## src/rtl/mem_arbiter.sv

```systemverilog
// rtl/mem_arbiter.sv - two-master round-robin arbiter for a single SRAM port with response timeout
module mem_arbiter #(
    parameter int ADDR_W  = 32,
    parameter int TIMEOUT = 255
) (
    input  logic              clk,
    input  logic              rst,
    input  logic              m0_req_valid,
    output logic              m0_req_ready,
    input  logic [ADDR_W-1:0] m0_addr,
    output logic              m0_rsp_valid,
    input  logic              m0_rsp_ready,
    output logic [31:0]       m0_rdata,
    input  logic              m1_req_valid,
    output logic              m1_req_ready,
    input  logic [ADDR_W-1:0] m1_addr,
    input  logic              m1_wen,
    input  logic [31:0]       m1_wdata,
    input  logic [7:0]        m1_wmask,
    output logic              m1_rsp_valid,
    input  logic              m1_rsp_ready,
    output logic [31:0]       m1_rdata,
    output logic              rsp_err,
    output logic              s_req_valid,
    input  logic              s_req_ready,
    output logic [ADDR_W-1:0] s_addr,
    output logic              s_wen,
    output logic [31:0]       s_wdata,
    output logic [7:0]        s_wmask,
    input  logic              s_rsp_valid,
    output logic              s_rsp_ready,
    input  logic [31:0]       s_rdata
);
    localparam logic [7:0] TMO = (TIMEOUT > 255) ? 8'hFF : TIMEOUT[7:0];

    typedef enum logic [1:0] {IDLE, REQ, RSP, ERR} state_t;

    state_t     state_q;
    logic       grant_q;
    logic       last_q;
    logic       wr_q;
    logic [7:0] cnt_q;
    logic [7:0] cnt_d;
    logic       g_req_valid;
    logic       g_rsp_ready;
    logic       g_wen;

    assign g_req_valid = grant_q ? m1_req_valid : m0_req_valid;
    assign g_rsp_ready = grant_q ? m1_rsp_ready : m0_rsp_ready;
    assign g_wen       = grant_q & m1_wen;
    assign cnt_d       = (cnt_q == 8'hFF) ? cnt_q : cnt_q + 8'd1;

    always_ff @(posedge clk or negedge rst) begin
        if (!rst) begin
            state_q <= IDLE;
            grant_q <= 1'b0;
            last_q  <= 1'b1;
            wr_q    <= 1'b0;
            cnt_q   <= 8'd0;
        end else begin
            case (state_q)
                IDLE: begin
                    if (m0_req_valid || m1_req_valid) begin
                        grant_q <= (m0_req_valid && m1_req_valid) ? ~last_q : m1_req_valid;
                        state_q <= REQ;
                    end
                end
                REQ: begin
                    // a withdrawn request is dropped silently and does not count as service
                    if (!g_req_valid) begin
                        state_q <= IDLE;
                    end else if (s_req_ready) begin
                        cnt_q   <= 8'd0;
                        wr_q    <= g_wen;
                        state_q <= RSP;
                    end
                end
                RSP: begin
                    if (s_rsp_valid && g_rsp_ready) begin
                        last_q  <= grant_q;
                        state_q <= IDLE;
                    end else begin
                        cnt_q <= cnt_d;
                        if (TMO != 8'd0 && !s_rsp_valid && cnt_d == TMO)
                            state_q <= ERR;
                    end
                end
                ERR: begin
                    if (g_rsp_ready) begin
                        last_q  <= grant_q;
                        state_q <= IDLE;
                    end
                end
                default: state_q <= IDLE;
            endcase
        end
    end

    always_comb begin
        m0_req_ready = 1'b0;
        m1_req_ready = 1'b0;
        m0_rsp_valid = 1'b0;
        m1_rsp_valid = 1'b0;
        m0_rdata     = 32'd0;
        m1_rdata     = 32'd0;
        rsp_err      = 1'b0;
        s_req_valid  = 1'b0;
        s_addr       = '0;
        s_wen        = 1'b0;
        s_wdata      = 32'd0;
        s_wmask      = 8'd0;
        // with nothing outstanding, any response from the slave is stray and gets drained
        s_rsp_ready  = 1'b1;
        case (state_q)
            REQ: begin
                s_req_valid = g_req_valid;
                s_wen       = g_wen;
                if (grant_q) begin
                    m1_req_ready = s_req_ready;
                    s_addr       = m1_addr;
                    s_wdata      = m1_wdata;
                    s_wmask      = m1_wmask;
                end else begin
                    m0_req_ready = s_req_ready;
                    s_addr       = m0_addr;
                end
            end
            RSP: begin
                s_rsp_ready = g_rsp_ready;
                if (grant_q) begin
                    m1_rsp_valid = s_rsp_valid;
                    m1_rdata     = wr_q ? 32'd0 : s_rdata;
                end else begin
                    m0_rsp_valid = s_rsp_valid;
                    m0_rdata     = s_rdata;
                end
            end
            ERR: begin
                rsp_err = 1'b1;
                if (grant_q) m1_rsp_valid = 1'b1;
                else         m0_rsp_valid = 1'b1;
            end
            default: ;
        endcase
    end
endmodule

```

## config.mk

```make
export PLATFORM = sky130hd
export DESIGN_NAME = mem_arbiter
export DESIGN_NICKNAME = d
export VERILOG_FILES = /design/src/rtl/mem_arbiter.sv
export SDC_FILE = /design/constraint.sdc
export NUM_CORES = 1
export LEC_CHECK = 0
export ABC_AREA = 1
export CAP_MARGIN = 20
export CORE_AREA = 10 10 103 105
export CTS_CLUSTER_SIZE = 25
export DETAILED_ROUTE_END_ITERATION = 12
export DIE_AREA = 0 0 113 115
export GPL_TIMING_DRIVEN = 1
export PLACE_DENSITY = 0.83
export REMOVE_ABC_BUFFERS = 1
export SKIP_CTS_REPAIR_TIMING = 1
export SYNTH_ARGS = -nofsm -noshare
export SYNTH_HDL_FRONTEND = slang
export SYNTH_SLANG_ARGS = --single-unit
```

## constraint.sdc

```tcl
create_clock -name clk -period 2.4 [get_ports clk]
set_input_delay 0.48 -clock clk [delete_from_list [all_inputs] [get_ports clk]]
set_output_delay 0.48 -clock clk [all_outputs]
set_load 0.01 [all_outputs]
```

After elaboration in Yosys (flattened, before gate mapping)
Index checks and enable logic that the tools add are counted.
{ "classes": {"magnitude_cmp": 0, "n_eq_ne": 13, "add_sub_neg": 1, "n_reduce_logical": 13, "shift": 0, "n_mul": 0, "n_div": 0, "bitwise_logic": 2, "n_mux": 43} }
{ "ops": {"columns": ["operator", "count"], "rows": [
  ["$mux W32", 9],
  ["$mux W8", 6],
  ["$mux W1", 17],
  ["$eq A8 B8 Y1 const B", 2],
  ["$pmux W8 S2", 1],
  ["$mux W2", 6],
  ["$ne A2 B2 Y1 const B", 6],
  ["$add A8 B1 Y8 const B", 1],
  ["$pmux W2 S4", 1],
  ["$reduce_and A4 Y1", 2],
  ["$ne A3 B3 Y1 const B", 2],
  ["$pmux W1 S2", 3],
  ["$reduce_and A3 Y1", 2],
  ["$eq A2 B2 Y1 const B", 2],
  ["$reduce_bool A2 Y1", 2],
  ["$logic_and A1 B1 Y1", 3],
  ["$eq A2 B1 Y1 const B", 1],
  ["$logic_not A2 Y1", 1],
  ["$reduce_and A2 Y1", 1],
  ["$and A1 B1 Y1", 1],
  ["$logic_not A1 Y1", 1],
  ["$logic_or A1 B1 Y1", 1],
  ["$not A1 Y1", 1]
]} }
{ "totals": {"output_inout_bits": 144, "latch_bits": 0, "mem_bits_ro": 0, "regBits": 13, "wordCells": 77, "memories": 0, "ram_bits": 0} }

Longest topological paths before layout
Gate-level depths: netlist of the first run.
{ "logic_depth": {"depth_word": 7, "depth_mapped": 12, "mapped_depth_nobuf": 12} }

Worst setup path before layout of the first run
No wires, ideal clock.
{ "synth_timing": {"path_type": "reg2out", "from": "register grant_q", "to": "output port m1_rdata[10]", "path_buffers": 3, "setup_slack_ns": 0.650, "t_required_ns": 1.920, "stages_incl_launch_ff": 7, "arrival_time_ns": 1.270, "path_cell_list": "dfrtp_1 > inv_2 > buf_2 > or2_1 > clkbuf_1 > buf_2 > nor3_1"} }
{ "synth_between": {"elab_chain_cells": 2} }
{ "synth_rtl": {"columns": ["item", "line", "rtl"], "rows": [
  ["from (decl)", "39", "logic grant_q;"],
  ["from (signal assigned)", "64", "grant_q <= (m0_req_valid && m1_req_valid) ? ~last_q : m1_req_valid;"],
  ["$mux W32", "130", "if (grant_q) begin"],
  ["$mux W32", "114", "case (state_q)"],
  ["to (decl)", "22", "output logic [31:0] m1_rdata,"]
]} }
No other way between the ends.

Final worst setup path of the first run
{ "layout_timing": {"from": "register state_q[0]", "to": "output port s_wdata[4]"} }
{ "layout_between": {"elab_chain_cells": 2} }
{ "layout_rtl": {"columns": ["item", "line", "rtl"], "rows": [
  ["from (decl)", "38", "state_t state_q;"],
  ["from (signal assigned)", "55", "state_q <= IDLE;"],
  ["from (signal assigned)", "65", "state_q <= REQ;"],
  ["from (signal assigned)", "71", "state_q <= IDLE;"],
  ["$eq A2 B1 Y1", "114", null],
  ["$mux W32", "114", null],
  ["to (decl)", "28", "output logic [31:0] s_wdata,"]
]} }
No other way between the ends.

==> reports/results.ini, run 1 <==
[power_and_ir_drop]
power_density_nw_per_um2=760
leakagePower_nw=4.41
peakVddDrop_mv=0.486

[place]
place.gp.congestion=0.873
numPortBuffers=288
placed_cell_area_um2=5220
pre_cts_ws_ns=0.0342
hpwl_um=12800

[final_layout]
nets=864
final_util=0.660
syn2layout_area_growth_pct=154
layout-drive-gt1-share=0.0474
num_antenna_cells=0
final_area_um2=5640

[floorplan]
dieArea_um2=13000
num_rows=34
die_w_um=113
boundaryPins=289
start_util=0.260
die_y_um=115
coreArea_um2=8550

[synth]
postSynthCellCount=449
async_flop_share=1.00
synth.most_common_cell=nand2_1
synth_top_area_frac=0.260
syn-cell-area_um2=2220
synth_edf_count=0
synth_area_leader_cell=nand2_1
avgSynthCellArea_um2=4.94
synth_area_leaders=nand2_1 (26%), nor3_1 (15%), dfrtp_1 (14%), nor2_1 (9.1%), inv_1 (8.5%)
synth_cell_type_count=28
synth_common_cells=nand2_1 (154), nor3_1 (67), nor2_1 (54)
synth-seq-cells=13
ys_warn_count=0
yosysSeqAreaShare=0.147
synth_ff_type=dfrtp_1

[global_route]
overflow=0
grt_max_degree=73
grt_pass1_vias=3705
grt_pass1_wl_um=21700
antenna_found_initial=0
grt_use_total=0.207

[detailed_routing]
drc=0
drt_iter0_drc=398
drt_first_pass_iters=5
postRouteAntennaNets=0
avgViaCountPerCell=4.78
wirelength_um=15800
num_vias=3943
routedWlPerCell_um=19.2

[clock_tree]
cts_buffers=3
numClockSinks=13
htree_levels=1
clk_pin_slew_ns=0.06
clk_latency_ns=0.25
cts_tree=done
clockRootBuffer=clkbuf_8
clockBufferDepth=2

[timing]
slew_headroom=0.582
fin_crit_sh=0.983
min_period_ns=2.36
fmax_mhz=424
finalSetupViolCount=0
hold_violations=0
setup_slack_ns=0.0405
tns_ns=0
hold_slack_ns=0.486
clock_skew_ns=0.00302
final_max_slew_viol_count=0
tightest_slew_ns=0.625

[critical_path]
cp-end-kind=output port
cp_data_required_time_ns=1.92
critical_path_class=reg2out
crit_path_max_fanout=72
cp.arrival_ns=1.88
worst_setup_path_start_kind=register

[flow_run]
cap_violations=0

[outcome]
status=finished clean

[min_path]
min_path_type=reg2reg

## power breakdown
part	internal [W]	leakage, nW	switching [W]
Combinational	0.00163	4.22	0.00201
Sequential	0.000325	0.165	0.000120
Clock	0.000115	0.0255	0.0000839
Total	0.00207	4.41	0.00222
## logic make-up (layout without fill, tap and decap cells)
group           after synthesis  after routing  share of synthesized area
compound gates               46             46                      0.107
fa+ha+maj                     1              1                    0.00564
flops                        13             13                      0.147
xor+xnor                      1              1                    0.00395
simple gates                299            299                      0.569
buf+inv                      89            357                      0.168
## worst max-delay path, stage by stage (launching register included)
cell and delay, ns:
dfrtp_2 0.42, inv_1 0.06, nor2_2 0.11, inv_2 0.08, buf_12 0.18, nor2_1 0.15, clkdlybuf4s50_1 0.56
## path summary, 6_finish.rpt
path	startpoint	endpoint	slack [ns]	cells after the start
hold / removal	wr_q	wr_q	0.49	2
min in group asynchronous	rst	grant_q	0.62	1
max in group asynchronous	rst	grant_q	1.32	1
setup / recovery	state_q[0]	s_wdata[4]	0.04	6
setup reg to reg	grant_q	state_q[1]	0.45	8
hold reg to reg	wr_q	wr_q	0.49	2
## layout by cell type, fill, tap and decap left out, types with 2 or more instances in the layout
master and n:
clkdlybuf4s50_1 161, nand4_1 3, inv_2 4, dlymetal6s2s_1 127, inv_1 49, nor2_1 52, nor3_1 66, nor2_2 2
buf_12 4, dfrtp_1 9, buf_4 4, nand2_1 154, dfrtp_2 2, nor2_4 2, clkbuf_8 3, o21ai_1 2
o21ai_0 10, nand3_1 14, a21oi_1 32
## cell type report
class / instances / area (µm²)
Tap cell: 108 / 135
Multi-Input combinational cell: 347 / 1540
Timing Repair Buffer: 299 / 3360
Fill cell: 694 / 2910
Inverter: 54 / 229
Clock inverter: 1 / 5.00
Sequential cell: 13 / 333
Clock buffer: 3 / 41.3
## routing by layer
metal,routed length (µm),vias up,global-route usage
li1,-,1935,-
met1,5920,1761,0.235
met2,7860,225,0.358
met3,1720,22,0.0807
met4,342,0,0.0508
met5,0,-,0
## stage by stage
step | cells | power, W
6_report | 825 | 0.00429
5_1_grt | 825 | 0.00463
4_1_cts | 823 | 0.00432
3_5_place_dp | 819 | 0.00411
3_3_place_gp | 819 | 0.00404
2_1_floorplan | 414 | 0.00211
## flip-flops by register name (all words and copies together) (netlist names)
name / flops
grant_q: 1
last_q: 1
wr_q: 1
cnt_q: 8
state_q: 2
Note: power is estimated with default switching activity, not from simulation.
==> run 2: changes to the inputs <==
CORE_AREA = unset   (was 10 10 103 105)
CORE_MARGIN = 10   (was unset)
CORE_UTILIZATION = 23   (was unset)
DIE_AREA = unset   (was 0 0 113 115)
PLACE_DENSITY = 0.78   (was 0.83)
clock period = 2.1 ns   (was 2.4 ns; I/O delays follow)
==> run 2 against run 1 <==
Worst setup slack got worse by 0.15 ns. The flow now finishes with violations (setup timing). Sequential power rose by 10%. Clock power up 12%. Critical endpoint is now s_wen. Largest power group unchanged. Clock skew rose by 0.0037 ns. Count of clock-buffer cells in the layout increased by 1. Highest routed layer unchanged. Hold slack gained 0.0093 ns. Utilization is 4.0 points lower. Power is 17% higher. Die area rose by 7.6%. Sequential cell count unchanged. Global-route usage is 0.72 points lower.
==> reports/results.ini, run 2 (synthesis gave the netlist of run 1 again) <==
[timing]
final_max_slew_viol_count=0  ; unchanged
fmax_mhz=453
hold_violations=0  ; unchanged
tns_ns=-0.108  ; was 0 ns
min_period_ns=2.21
tightest_slew_ns=0.626  ; was 0.625 ns
slew_headroom=0.581  ; was 0.582
clock_skew_ns=0.00675  ; was 0.00302 ns
fin_crit_sh=1.05
rsz0062_at_grt=true
finalSetupViolCount=1  ; was 0
hold_slack_ns=0.496  ; was 0.486 ns
setup_slack_ns=-0.108  ; was 0.0405 ns

[global_route]
antenna_found_initial=0  ; unchanged
grt_use_total=0.200  ; was 0.207
grtUsageMet2=0.370  ; was 0.358
grtUsageMet3=0.0666  ; was 0.0807
grt_busiest_layer=met2  ; unchanged
met1_usage=0.213  ; was 0.235
grt_pass1_wl_um=22900  ; was 21700 µm
grt_max_degree=69  ; was 73
overflow=0  ; unchanged
grt_pass1_vias=3853  ; was 3705

[place]
placed_cell_area_um2=5360  ; was 5220 µm²
numPortBuffers=288  ; unchanged
hpwl_um=13200  ; was 12800 µm
pre_cts_ws_ns=-0.139  ; was 0.0342 ns
place.gp.congestion=0.871  ; was 0.873

[critical_path]
r2r-end=cnt_q[7]  ; was state_q[1]
cp-end-kind=output port  ; unchanged
setup.worst_path.end=s_wen  ; was s_wdata[4]
reg2reg_depth=9  ; was 8
cp_data_required_time_ns=1.68  ; was 1.92 ns
worst_setup_path_start_kind=register  ; unchanged
r2r_setup_slack_ns=0.33  ; was 0.45 ns
crit_path_max_fanout=68  ; was 72
critical_path_class=reg2out  ; unchanged
cp.arrival_ns=1.79  ; was 1.88 ns
startpoint=grant_q  ; was state_q[0]
timing.rr.start=grant_q  ; unchanged

[flow_run]
cap_violations=0  ; unchanged

[final_layout]
final_area_um2=5780  ; was 5640 µm²
top_regs=cnt_q x8, state_q x2  ; unchanged
nFillCells=833  ; was 694
largest-register=cnt_q  ; unchanged
nets=875  ; was 864
final_common_cell=nand2_1  ; was clkdlybuf4s50_1
layout-drive-gt1-share=0.0591  ; was 0.0474
final_cell_mix=nand2_1 (154), clkdlybuf4s50_1 (146), dlymetal6s2s_1 (142)  ; was clkdlybuf4s50_1 (161), nand2_1 (154), dlymetal6s2s_1 (127)
multi_input_area_um2=1530  ; was 1540 µm²
seqCellArea_um2=330  ; was 333 µm²
syn2layout_area_growth_pct=160  ; was 154%
largest_reg_flops=8  ; unchanged
num_antenna_cells=0  ; unchanged

[clock_tree]
cts_tree=done  ; unchanged
clockBufferDepth=2  ; unchanged
cts_buffers=3  ; unchanged
clockRootBuffer=clkbuf_8  ; unchanged
htree_levels=1  ; unchanged
numClockSinks=13  ; unchanged
clk_pin_slew_ns=0.06  ; about the same
clk_latency_ns=0.24  ; was 0.25 ns

[floorplan]
die_y_um=118  ; was 115 µm
num_rows=35  ; was 34
dieArea_um2=14000  ; was 13000 µm²
die_w_um=118  ; was 113 µm
boundaryPins=289  ; unchanged
coreArea_um2=9330  ; was 8550 µm²
start_util=0.238  ; was 0.260

[power_and_ir_drop]
peakVddDrop_mv=0.467  ; was 0.486 mV
leakagePower_nw=4.71  ; was 4.41 nW
power_density_nw_per_um2=871  ; was 760 nW/µm²

[detailed_routing]
routedWlPerCell_um=18.8  ; was 19.2 µm
wirelength_um=16100  ; was 15800 µm
avgViaCountPerCell=4.74  ; was 4.78
drc=0  ; unchanged
drt_iter0_drc=340  ; was 398
drt_first_pass_iters=5  ; unchanged
num_vias=4058  ; was 3943
postRouteAntennaNets=0  ; unchanged

[outcome]
violations=setup timing
status=finished with violations  ; was finished clean

[min_path]
hold_path_depth=2  ; unchanged
min_path_type=reg2reg  ; unchanged

-- run 2: worst min path at each step --
stage / start / end / slack [ns]
2_1_floorplan: rst / cnt_q[0] / 0.12
3_3_place_gp: wr_q / wr_q / 0.46
3_5_place_dp: last_q / last_q / 0.49
4_1_cts: last_q / last_q / 0.49
5_1_grt: last_q / last_q / 0.51
6_report: last_q / last_q / 0.50
-- run 2: area by class of cell --
cell class / instances / area share
tap: 129 / 0.0279
inverter: 54 / 0.0396
sequential: 13 / 0.0572
multi-input combinational: 347 / 0.265
clock buffer: 4 / 0.00780
timing repair buffer: 310 / 0.602
-- run 2: per-stage QoR --
step | util | power, W | instances
floorplan | - | 0.00241 | 414
finish | 0.619 | 0.00503 | 857
global route | 0.619 | 0.00542 | 857
CTS | 0.580 | 0.00520 | 857
global placement | 0.575 | 0.00487 | 853
detailed placement | 0.575 | 0.00495 | 853
-- run 2: power by group --
group          switching (W)  internal, W  total, W
logic                0.00237      0.00195   0.00432
clock network      0.0000895     0.000134  0.000223
registers           0.000121     0.000368  0.000490
total                0.00258      0.00245   0.00503
-- run 2: critical path, cell delays in order (launching register included) --
cell	delay, ns
dfrtp_4	0.45
buf_12	0.27
nand2_1	0.12
nor2_1	0.13
clkdlybuf4s50_1	0.57
-- run 2: layer usage --
layer / routed length (µm) / part of all wire
met1: 6050 / 0.38
met5: 0 / 0
met3: 1590 / 0.098
met2: 8250 / 0.51
met4: 250 / 0.015
==> run 3: changes to the inputs <==
CTS_BUF_LIST = sky130_fd_sc_hd__clkbuf_8 sky130_fd_sc_hd__clkbuf_16   (was unset)
==> run 3 against run 2 <==
The flow still finishes with violations (setup timing). Combinational power is essentially flat. Clock power shrank 2%. Largest cell class unchanged. Power is essentially flat. Hold slack is the same. Sequential power is essentially flat. Global-route usage is the same. Sequential cell count is the same. Clock skew is essentially flat.
==> reports/results.ini, run 3 (synthesis gave the netlist of run 1 again) <==
[global_route]
grt_pass1_wl_um=22900  ; about the same
grt_use_total=0.200  ; unchanged
overflow=0  ; unchanged
grt_pass1_vias=3854  ; was 3853
antenna_found_initial=0  ; unchanged
grt_max_degree=69  ; unchanged

[floorplan]
num_rows=35  ; unchanged
boundaryPins=289  ; unchanged
dieArea_um2=14000  ; unchanged
start_util=0.238  ; unchanged
coreArea_um2=9330  ; unchanged
die_y_um=118  ; unchanged
die_w_um=118  ; unchanged

[final_layout]
final_common_cell=nand2_1  ; unchanged
largest_reg_flops=8  ; unchanged
largest-register=cnt_q  ; unchanged
num_antenna_cells=0  ; unchanged
nets=875  ; unchanged
syn2layout_area_growth_pct=160  ; unchanged
nFillCells=833  ; unchanged
final_cell_mix=nand2_1 (154), clkdlybuf4s50_1 (146), dlymetal6s2s_1 (142)  ; unchanged
final_area_um2=5780  ; unchanged
final_cells=857  ; unchanged
layout-drive-gt1-share=0.0591  ; unchanged
final_util=0.619  ; unchanged
top_regs=cnt_q x8, state_q x2  ; unchanged

[place]
dp.cells=853  ; unchanged
numPortBuffers=288  ; unchanged
place.gp.congestion=0.871  ; unchanged
placed_cell_area_um2=5360  ; unchanged
hpwl_um=13200  ; unchanged

[timing]
rsz0062_at_grt=true  ; unchanged
min_period_ns=2.20  ; was 2.21 ns
tightest_slew_ns=0.626  ; about the same
tns_ns=-0.102  ; was -0.108 ns
finalSetupViolCount=1  ; unchanged
hold_violations=0  ; unchanged
clock_skew_ns=0.00655  ; was 0.00675 ns
slew_headroom=0.581  ; about the same
fin_crit_sh=1.05  ; about the same
setup_slack_ns=-0.102  ; was -0.108 ns
final_max_slew_viol_count=0  ; unchanged
fmax_mhz=454  ; was 453 MHz

[detailed_routing]
wirelength_um=16200  ; was 16100 µm
postRouteAntennaNets=0  ; unchanged
drc=0  ; unchanged
avgViaCountPerCell=4.78  ; was 4.74
drt_iter0_drc=325  ; was 340
num_vias=4100  ; was 4058
routedWlPerCell_um=18.9  ; was 18.8 µm
drt_first_pass_iters=7  ; was 5

[critical_path]
cp_data_required_time_ns=1.68  ; about the same
crit_path_max_fanout=68  ; unchanged
r2r_setup_slack_ns=0.33  ; about the same
cp.arrival_ns=1.78  ; was 1.79 ns
r2r-end=cnt_q[7]  ; unchanged
critical_path_class=reg2out  ; unchanged
cp-end-kind=output port  ; unchanged
setup.worst_path.end=s_wen  ; unchanged
reg2reg_depth=9  ; unchanged
worst_setup_path_start_kind=register  ; unchanged
startpoint=grant_q  ; unchanged
timing.rr.start=grant_q  ; unchanged

[outcome]
status=finished with violations  ; unchanged
violations=setup timing  ; unchanged

[clock_tree]
cts_tree=done  ; unchanged
clockRootBuffer=clkbuf_8  ; unchanged
htree_levels=1  ; unchanged
numClockSinks=13  ; unchanged
cts_buffers=3  ; unchanged
clk_latency_ns=0.24  ; about the same
clk_pin_slew_ns=0.06  ; about the same
clockBufferDepth=2  ; unchanged

[power_and_ir_drop]
power_density_nw_per_um2=871  ; about the same
peakVddDrop_mv=0.467  ; about the same
power.total_w=0.00503  ; about the same
leakagePower_nw=4.71  ; about the same

[min_path]
hold_path_depth=2  ; unchanged
min_path_type=reg2reg  ; unchanged

[flow_run]
cap_violations=0  ; unchanged

==> run 3: cell types whose count changed in the layout (fill, tap and decap cells not counted), sizes merged <==
| cell | before | now |
|---|---|---|
| clkbuf | 4 | 3 |
| inv | 53 | 54 |
==> run 3: per-stage QoR <==
stage | hold slack (ns) | setup WS (ns)
after floorplan | 0.124 | -1.90
after global placement | 0.462 | -0.140
after detailed placement | 0.485 | -0.139
after CTS | 0.495 | -0.290
after global routing | 0.506 | -0.210
final | 0.496 | -0.102
==> run 3: layout make-up <==
type / instances / area [µm²] / area share
clock buffer: 3 / 41.3 / 0.00715
clock inverter: 1 / 3.75 / 0.000650
timing repair buffer: 310 / 3480 / 0.602
multi-input combinational: 347 / 1530 / 0.265
tap: 129 / 161 / 0.0279
sequential: 13 / 330 / 0.0572
inverter: 54 / 229 / 0.0396
==> run 3: worst min-delay path by stage <==
stage	start	endpoint	slack, ns
3_3_place_gp	wr_q	wr_q	0.46
3_5_place_dp	last_q	last_q	0.49
2_1_floorplan	rst	cnt_q[0]	0.12
5_1_grt	last_q	last_q	0.51
4_1_cts	last_q	last_q	0.49
6_report	last_q	last_q	0.50
==> run 3: per-layer routing <==
metal  vias up  share of wire  GRT usage
li1       1964              -          -
met1      1877           0.37      0.213
met2       239           0.51      0.370
met3        20           0.10     0.0666
met4         0          0.017     0.0440
met5         -              0          0
==> run 3: critical path: stages (launching register included) <==
cell             delay [ns]
dfrtp_4                0.45
buf_12                 0.27
nand2_1                0.12
nor2_1                 0.13
clkdlybuf4s50_1        0.57
==> run 3: where the power goes <==
group          switching [W]  leakage (nW)  internal [W]
Clock              0.0000897        0.0269      0.000129
Combinational        0.00237          4.52       0.00195
Sequential          0.000121         0.167      0.000368
Total                0.00258          4.71       0.00245
